$ cat config.mk
export PLATFORM = sky130hd
export DESIGN_NAME = wb_arbiter2
export DESIGN_NICKNAME = d
export VERILOG_FILES = /design/src/rtl/wb_arbiter2.sv
export SDC_FILE = /design/constraint.sdc
export NUM_CORES = 1
export LEC_CHECK = 0
export BUFFER_PORTS_ARGS = -buffer_cell sky130_fd_sc_hd__buf_2
export CAP_MARGIN = 15
export CORE_AREA = 5 5 120 122
export DETAILED_ROUTE_END_ITERATION = 8
export DIE_AREA = 0 0 125 127
export MAX_ROUTING_LAYER = met4
export SLEW_MARGIN = 20
export SYNTH_ARGS = -nofsm -noshare
export SYNTH_HDL_FRONTEND = slang
export SYNTH_SLANG_ARGS = --single-unit
$ cat constraint.sdc
create_clock -name clk -period 1.8 [get_ports clk]
set_input_delay 0.09 -clock clk [delete_from_list [all_inputs] [get_ports clk]]
set_output_delay 0.09 -clock clk [all_outputs]
set_load 0.01 [all_outputs]
$ cat src/rtl/wb_arbiter2.sv
// Two-master, one-slave Wishbone B4 classic arbiter.
// Round-robin grant per CYC tenure, with a watchdog that turns a hung slave into ERR.
module wb_arbiter2 #(
    parameter int ADR_W   = 32,
    parameter int DAT_W   = 32,
    parameter int TIMEOUT = 256
) (
    input  logic             clk,
    input  logic             rst,

    input  logic             m0_CYC,
    input  logic             m0_STB,
    input  logic             m0_WE,
    input  logic [ADR_W-1:0] m0_ADR,
    input  logic [DAT_W-1:0] m0_DAT_O,
    input  logic [2:0]       m0_CTI,
    output logic [DAT_W-1:0] m0_DAT_I,
    output logic             m0_ACK,
    output logic             m0_ERR,
    output logic             m0_RTY,

    input  logic             m1_CYC,
    input  logic             m1_STB,
    input  logic             m1_WE,
    input  logic [ADR_W-1:0] m1_ADR,
    input  logic [DAT_W-1:0] m1_DAT_O,
    input  logic [2:0]       m1_CTI,
    output logic [DAT_W-1:0] m1_DAT_I,
    output logic             m1_ACK,
    output logic             m1_ERR,
    output logic             m1_RTY,

    output logic             s_CYC,
    output logic             s_STB,
    output logic             s_WE,
    output logic [ADR_W-1:0] s_ADR,
    output logic [DAT_W-1:0] s_DAT_O,
    output logic [2:0]       s_CTI,
    input  logic [DAT_W-1:0] s_DAT_I,
    input  logic             s_ACK,
    input  logic             s_ERR,
    input  logic             s_RTY
);

    localparam int CW = (TIMEOUT > 0) ? $clog2(TIMEOUT + 1) : 1;
    localparam logic [CW-1:0] LIMIT = (TIMEOUT > 0) ? CW'(TIMEOUT - 1) : '0;

    typedef enum logic [1:0] {
        IDLE  = 2'd0,
        GNT0  = 2'd1,
        GNT1  = 2'd2,
        ABORT = 2'd3
    } state_t;

    state_t          state;
    logic            last;
    logic [CW-1:0]   wdog;
    logic            own0;
    logic            own1;
    logic            hold;
    logic            s_term;
    logic            stall;
    logic            timeout;

    assign own0    = (state == GNT0);
    assign own1    = (state == GNT1);
    assign hold    = (own0 & m0_CYC) | (own1 & m1_CYC);
    assign s_term  = s_ACK | s_ERR | s_RTY;
    // Stall is taken from the owner's STB directly so the timeout ERR has no path through s_STB.
    assign stall   = ((own0 & m0_STB) | (own1 & m1_STB)) & ~s_term;
    assign timeout = (TIMEOUT > 0) && stall && (wdog == LIMIT);

    always_ff @(posedge clk or negedge rst) begin
        if (!rst) begin
            state <= IDLE;
            last  <= 1'b1;
            wdog  <= '0;
        end else begin
            wdog <= ((TIMEOUT > 0) && stall && hold && !timeout) ? wdog + 1'b1 : '0;
            case (state)
                IDLE: begin
                    if (m0_CYC && (!m1_CYC || last)) begin
                        state <= GNT0;
                        last  <= 1'b0;
                    end else if (m1_CYC) begin
                        state <= GNT1;
                        last  <= 1'b1;
                    end
                end
                GNT0: begin
                    if (timeout) begin
                        state <= ABORT;
                    end else if (!m0_CYC) begin
                        if (m1_CYC) begin
                            state <= GNT1;
                            last  <= 1'b1;
                        end else begin
                            state <= IDLE;
                        end
                    end
                end
                GNT1: begin
                    if (timeout) begin
                        state <= ABORT;
                    end else if (!m1_CYC) begin
                        if (m0_CYC) begin
                            state <= GNT0;
                            last  <= 1'b0;
                        end else begin
                            state <= IDLE;
                        end
                    end
                end
                ABORT: begin
                    // The aborted owner is still recorded in last; wait for it to let go.
                    if (!last && !m0_CYC) begin
                        if (m1_CYC) begin
                            state <= GNT1;
                            last  <= 1'b1;
                        end else begin
                            state <= IDLE;
                        end
                    end else if (last && !m1_CYC) begin
                        if (m0_CYC) begin
                            state <= GNT0;
                            last  <= 1'b0;
                        end else begin
                            state <= IDLE;
                        end
                    end
                end
                default: state <= IDLE;
            endcase
        end
    end

    always_comb begin
        s_CYC    = 1'b0;
        s_STB    = 1'b0;
        s_WE     = 1'b0;
        s_ADR    = '0;
        s_DAT_O  = '0;
        s_CTI    = 3'b000;
        m0_DAT_I = '0;
        m0_ACK   = 1'b0;
        m0_ERR   = 1'b0;
        m0_RTY   = 1'b0;
        m1_DAT_I = '0;
        m1_ACK   = 1'b0;
        m1_ERR   = 1'b0;
        m1_RTY   = 1'b0;
        if (own0) begin
            s_CYC    = m0_CYC;
            s_STB    = m0_STB;
            s_WE     = m0_WE;
            s_ADR    = m0_ADR;
            s_DAT_O  = m0_DAT_O;
            s_CTI    = m0_CTI;
            m0_DAT_I = s_DAT_I;
            m0_ACK   = s_ACK & m0_STB;
            m0_ERR   = (s_ERR & m0_STB) | timeout;
            m0_RTY   = s_RTY & m0_STB;
        end else if (own1) begin
            s_CYC    = m1_CYC;
            s_STB    = m1_STB;
            s_WE     = m1_WE;
            s_ADR    = m1_ADR;
            s_DAT_O  = m1_DAT_O;
            s_CTI    = m1_CTI;
            m1_DAT_I = s_DAT_I;
            m1_ACK   = s_ACK & m1_STB;
            m1_ERR   = (s_ERR & m1_STB) | timeout;
            m1_RTY   = s_RTY & m1_STB;
        end
    end

endmodule

# [After elaboration in Yosys (flattened, before gate mapping)]
# Index checks and enable logic that the tools add are counted.
[totals] regBits=12 inputBits=177
[classes] eq_ne=12 n_mux=46 n_addsub=1 n_bitwise=18 n_reduce_logical=14
[op_table] op="$mux 32" n=7
[op_table] op="$mux 1" n=25
[op_table] op="$mux 2" n=9
[op_table] op="$and 1x1->1" n=11
[op_table] op="$add 9x1->9 const B" n=1
[op_table] op="$eq 9x8->1 const B" n=1
[op_table] op="$mux 9" n=1
[op_table] op="$ne 2x2->1 const B" n=4
[op_table] op="$pmux 2 s4" n=1
[op_table] op="$logic_and 1x1->1" n=6
[op_table] op="$mux 3" n=2
[op_table] op="$ne 3x2->1 const B" n=2
[op_table] op="$ne 3x3->1 const B" n=2
[op_table] op="$or 1x1->1" n=6
[op_table] op="$reduce_and 5->1" n=1
[op_table] op="$eq 2x2->1 const B" n=2
[op_table] op="$logic_not 1->1" n=4
[op_table] op="$pmux 1 s4" n=1
[op_table] op="$reduce_and 4->1" n=1
[op_table] op="$eq 2x1->1 const B" n=1
[op_table] op="$logic_not 2->1" n=1
[op_table] op="$logic_or 1x1->1" n=1
[op_table] op="$not 1->1" n=1

# [Longest topological paths before layout]
[depth] ltp_word=8 ltp_mapped=7 mapped_depth_nobuf=7

# [Worst setup path after synthesis]
# No wires, ideal clock.
[synth_timing] path_type="register -> register" from="reg wdog[0]" to="reg last" arrival_ns=1.561 path_stages_with_launch=8 t_required_ns=1.719 setup_slack_ns=0.158 path_buffers=0 cell_sequence="dfrtp_1 > ha_1 > nand2_1 > nor3_1 > ha_1 > nor4b_1 > o21ai_1 > o2bb2ai_1"
[synth_between] elab_chain_cells=4
[synth_rtl] item="start, declared" line="57" source="logic [CW-1:0] wdog;"
[synth_rtl] item="start signal, assigned" line="79" source="wdog <= ((TIMEOUT > 0) && stall && hold && !timeout) ? wdog + 1'b1 : '0;"
[synth_rtl] item="$eq 9x8->1 *" line="71" source="assign timeout = (TIMEOUT > 0) && stall && (wdog == LIMIT);"
[synth_rtl] item="$logic_and 1x1->1 *" line="71"
[synth_rtl] item="$ne 2x2->1 (no source line)"
[synth_rtl] item="$reduce_and 5->1 (no source line) *"
[synth_rtl] item="end signal, assigned" line="76" source="last <= 1'b1;"
[synth_rtl] item="end signal, assigned" line="84" source="last <= 1'b0;"
[synth_rtl] item="end signal, assigned" line="87" source="last <= 1'b1;"
[synth_rtl] item="end, declared" line="56" source="logic last;"
# Mark *: on every way between the ends. The rest lies on a longest branch, timed or not.
# A chain may end at the register's enable or synchronous reset.

# [Worst setup path in the final report]
[layout_timing] from="reg state[0]" to="out m1_DAT_I[26]"
[layout_between] elab_chain_cells=3
[layout_rtl] item="start, declared" line="55" source="state_t state;"
[layout_rtl] item="start signal, assigned" line="75" source="state <= IDLE;"
[layout_rtl] item="start signal, assigned" line="83" source="state <= GNT0;"
[layout_rtl] item="start signal, assigned" line="86" source="state <= GNT1;"
[layout_rtl] item="$eq 2x2->1" line="66" source="assign own1 = (state == GNT1);"
[layout_rtl] item="$mux 32" line="163" source="end else if (own1) begin"
[layout_rtl] item="$mux 32 *" line="152" source="if (own0) begin"
[layout_rtl] item="end, declared" line="28" source="output logic [DAT_W-1:0] m1_DAT_I,"
# Marked as above.

==> impl_metrics.py <==
metrics = {
    "synthesis": {
        "avgSynthCellArea_um2": 7.79,
        "synth_top_area_cell": "a22o_1",
        "synth_top_cell_area_share_pct": 31.8,
        "ys_async_sr_fraction_pct": 100,
        "ys_seq_area_share_pct": 16.1,
        "ys_seq_elements": 12,
        "synth_fp_nets": 419,
        "synth_cell_types": 35,
        "synth_edf_count": 0,
        "synthCells": 240,
        "yosysWarnings": 0,
        "ys_dominant_reg_cell": "dfrtp_1",
        "syn_area_um2": 1870,
        "synth_area_leaders": "a22o_1 32%, and2_1 23%, dfrtp_1 15%",
    },
    "hold_path": {
        "whs_path_depth": 3,
        "hold_class": "input pin to flop",
    },
    "sta": {
        "hold_slack_ns": 0.141,
        "setup_viol": 0,
        "worst_pin_slew_ns": 0.343,
        "skew_ns": 0.00332,
        "fin_crit_sh_pct": 94.5,
        "rsz0062_at_grt": "true",
        "period_minus_slack_ns": 1.70,
        "slew-limit-headroom_pct": 77.1,
        "tns_ns": 0,
        "hold_violations": 0,
        "max_clock_freq_mhz": 588,
        "final_max_slew_viol_count": 0,
    },
    "finish": {
        "areaGrowthSynthToFinish_pct": 103,
        "fin_nets": 726,
        "drive_gt1_share_pct": 62.5,
        "post-route-util_pct": 29.0,
    },
    "global_routing": {
        "antenna_found_initial": 1,
        "grt_max_degree": 54,
        "grt.total_usage_pct": 14.4,
        "grt_first_pass_wirelength_um": 17800,
        "grt_pass1_vias": 2907,
        "gr-total-overflow": 0,
    },
    "worst_setup_path": {
        "crit_required_ns": 1.71,
        "path_class": "flop to output port",
        "path_max_fanout": 53,
        "end_kind": "output port",
        "cp.arrival_ns": 1.61,
        "crit_path_start_kind": "flop",
        "rr_worst_depth": 7,
    },
    "drt": {
        "met3WireLength_um": 953,
        "route.detailed.drc": 0,
        "met2WireLength_um": 6460,
        "first_pass_iters": 4,
        "wl_met1_um": 5070,
        "wl_um": 12600,
        "wire_per_inst_um": 17.5,
        "antenna_left": 0,
        "drtIter0Drc": 187,
        "dr.max_layer_used": "met4",
        "via_per_inst": 4.21,
        "vias": 3047,
    },
    "floorplanning": {
        "start_util_pct": 14.3,
        "die_w_um": 125,
        "ios": 317,
        "fp.dieH_um": 127,
        "die_area_um2": 15900,
        "rows": 42,
        "core_um2": 13100,
    },
    "pwr": {
        "powerDensity_nw_per_um2": 757,
        "leakage_uw": 0.00226,
        "ir_drop_mv": 0.379,
        "total_power_uw": 2880,
    },
    "clock_tree": {
        "insertion_delay_ns": 0.24,
        "cts_made_buffers": 3,
        "clk_pin_slew_ns": 0.04,
        "clockBufferDepth": 2,
        "clock_sinks": 12,
        "htreeDepth": 1,
        "cts_tree": "built",
        "root_buffer": "clkbuf_16",
    },
    "status": {
        "status": "finished clean",
    },
    "placed_design": {
        "place.gp.congestion": 0.946,
        "dpl.hpwl_um": 10600,
        "port_buffers": 316,
    },
    "flow_run": {
        "max_cap_viol_count": 0,
    },
}
-- power breakdown --
group	total [uW]	internal, uW	switching (uW)
sequential	335	296	38.5
combinational	2080	967	1110
clock	460	336	124
-- layer usage --
layer	vias up	GRT usage [%]
met5	-	-
li1	1493	-
met1	1401	18.5
met4	0	3.00
met2	143	23.8
met3	10	2.63
-- synth_stat cells (all sizes together) (2+ instances only) --
cell type   n
nor4b       2
a21oi       4
nor2        9
or3         3
clkbuf      3
ha          2
a22o       68
inv         5
xor2        2
and2       68
and3b       5
o21ai       5
nand3       6
nand2b      2
buf        21
dfrtp      11
nand2       8
-- layout make-up --
class / count / area [um^2]
well taps: 176 / 220
inverters: 5 / 18.8
multi-input cells: 199 / 1450
repair buffers: 326 / 1710
fillers: 1424 / 9290
clock buffers: 4 / 88.8
flip-flops and latches: 12 / 304
diodes: 1 / 2.50
-- repair_timing --
action | 4_1_cts | 5_1_grt
buffers inserted | 0 | 2
gates resized for setup | 0 | 5
endpoints found under the hold margin | 12 | 0
hold buffers | 1 | 0
endpoints found under the setup margin | 0 | 65
-- registers in the layout, summed over array words and instances, names as in the netlist --
name / flops
wdog: 9
state: 2
last: 1
-- worst max-delay path: stages (launching register included) --
cell and delay (ns):
dfrtp_2 0.47, and2b_2 0.30, buf_12 0.22, and2_1 0.21, buf_2 0.15
-- cells in the final DEF, fill, tap and decap left out, drive strengths merged, types with 2 or more instances in the layout --
cell type and instances:
inv 5, and3b 5, buf 325, nor2 9
o21ai 5, nor4b 2, nand3 6, ha 2
a22o 68, and2 68, or3 3, xor2 2
nand2b 2, clkbuf 4, a21oi 4, dfrtp 11
nand2 8
-- kinds of logic after synthesis --
group                      Yosys count  share of synthesized area, %
xor gates and xnor gates             3                          1.40
DFF                                 12                          16.1
adders and majority gates            2                          1.34
AOI/OAI and AO/OA                   83                          37.8
and+or+nand+nor                    111                          36.0
buffers and inverters               29                          7.36
-- final timing paths --
check                          from           end  slack [ns]
min in group asynchronous       rst       wdog[2]        0.25
max in group asynchronous       rst          last        1.28
min reg2reg                    last          last        0.53
max                        state[0]  m1_DAT_I[26]         0.1
min                          m0_CYC      state[0]        0.14
max reg2reg                 wdog[1]       wdog[7]        0.17
-- per-stage QoR --
step	instances	area, um^2	worst slack, ns
floorplan	240	1870	0.158
detailed placement	715	3660	0.0147
global placement	715	3660	0.0982
global route	723	3800	-0.0177
finish	723	3800	0.0988
CTS	720	3760	0.00178
No activity file was read; power rests on OpenSTA's default activity.
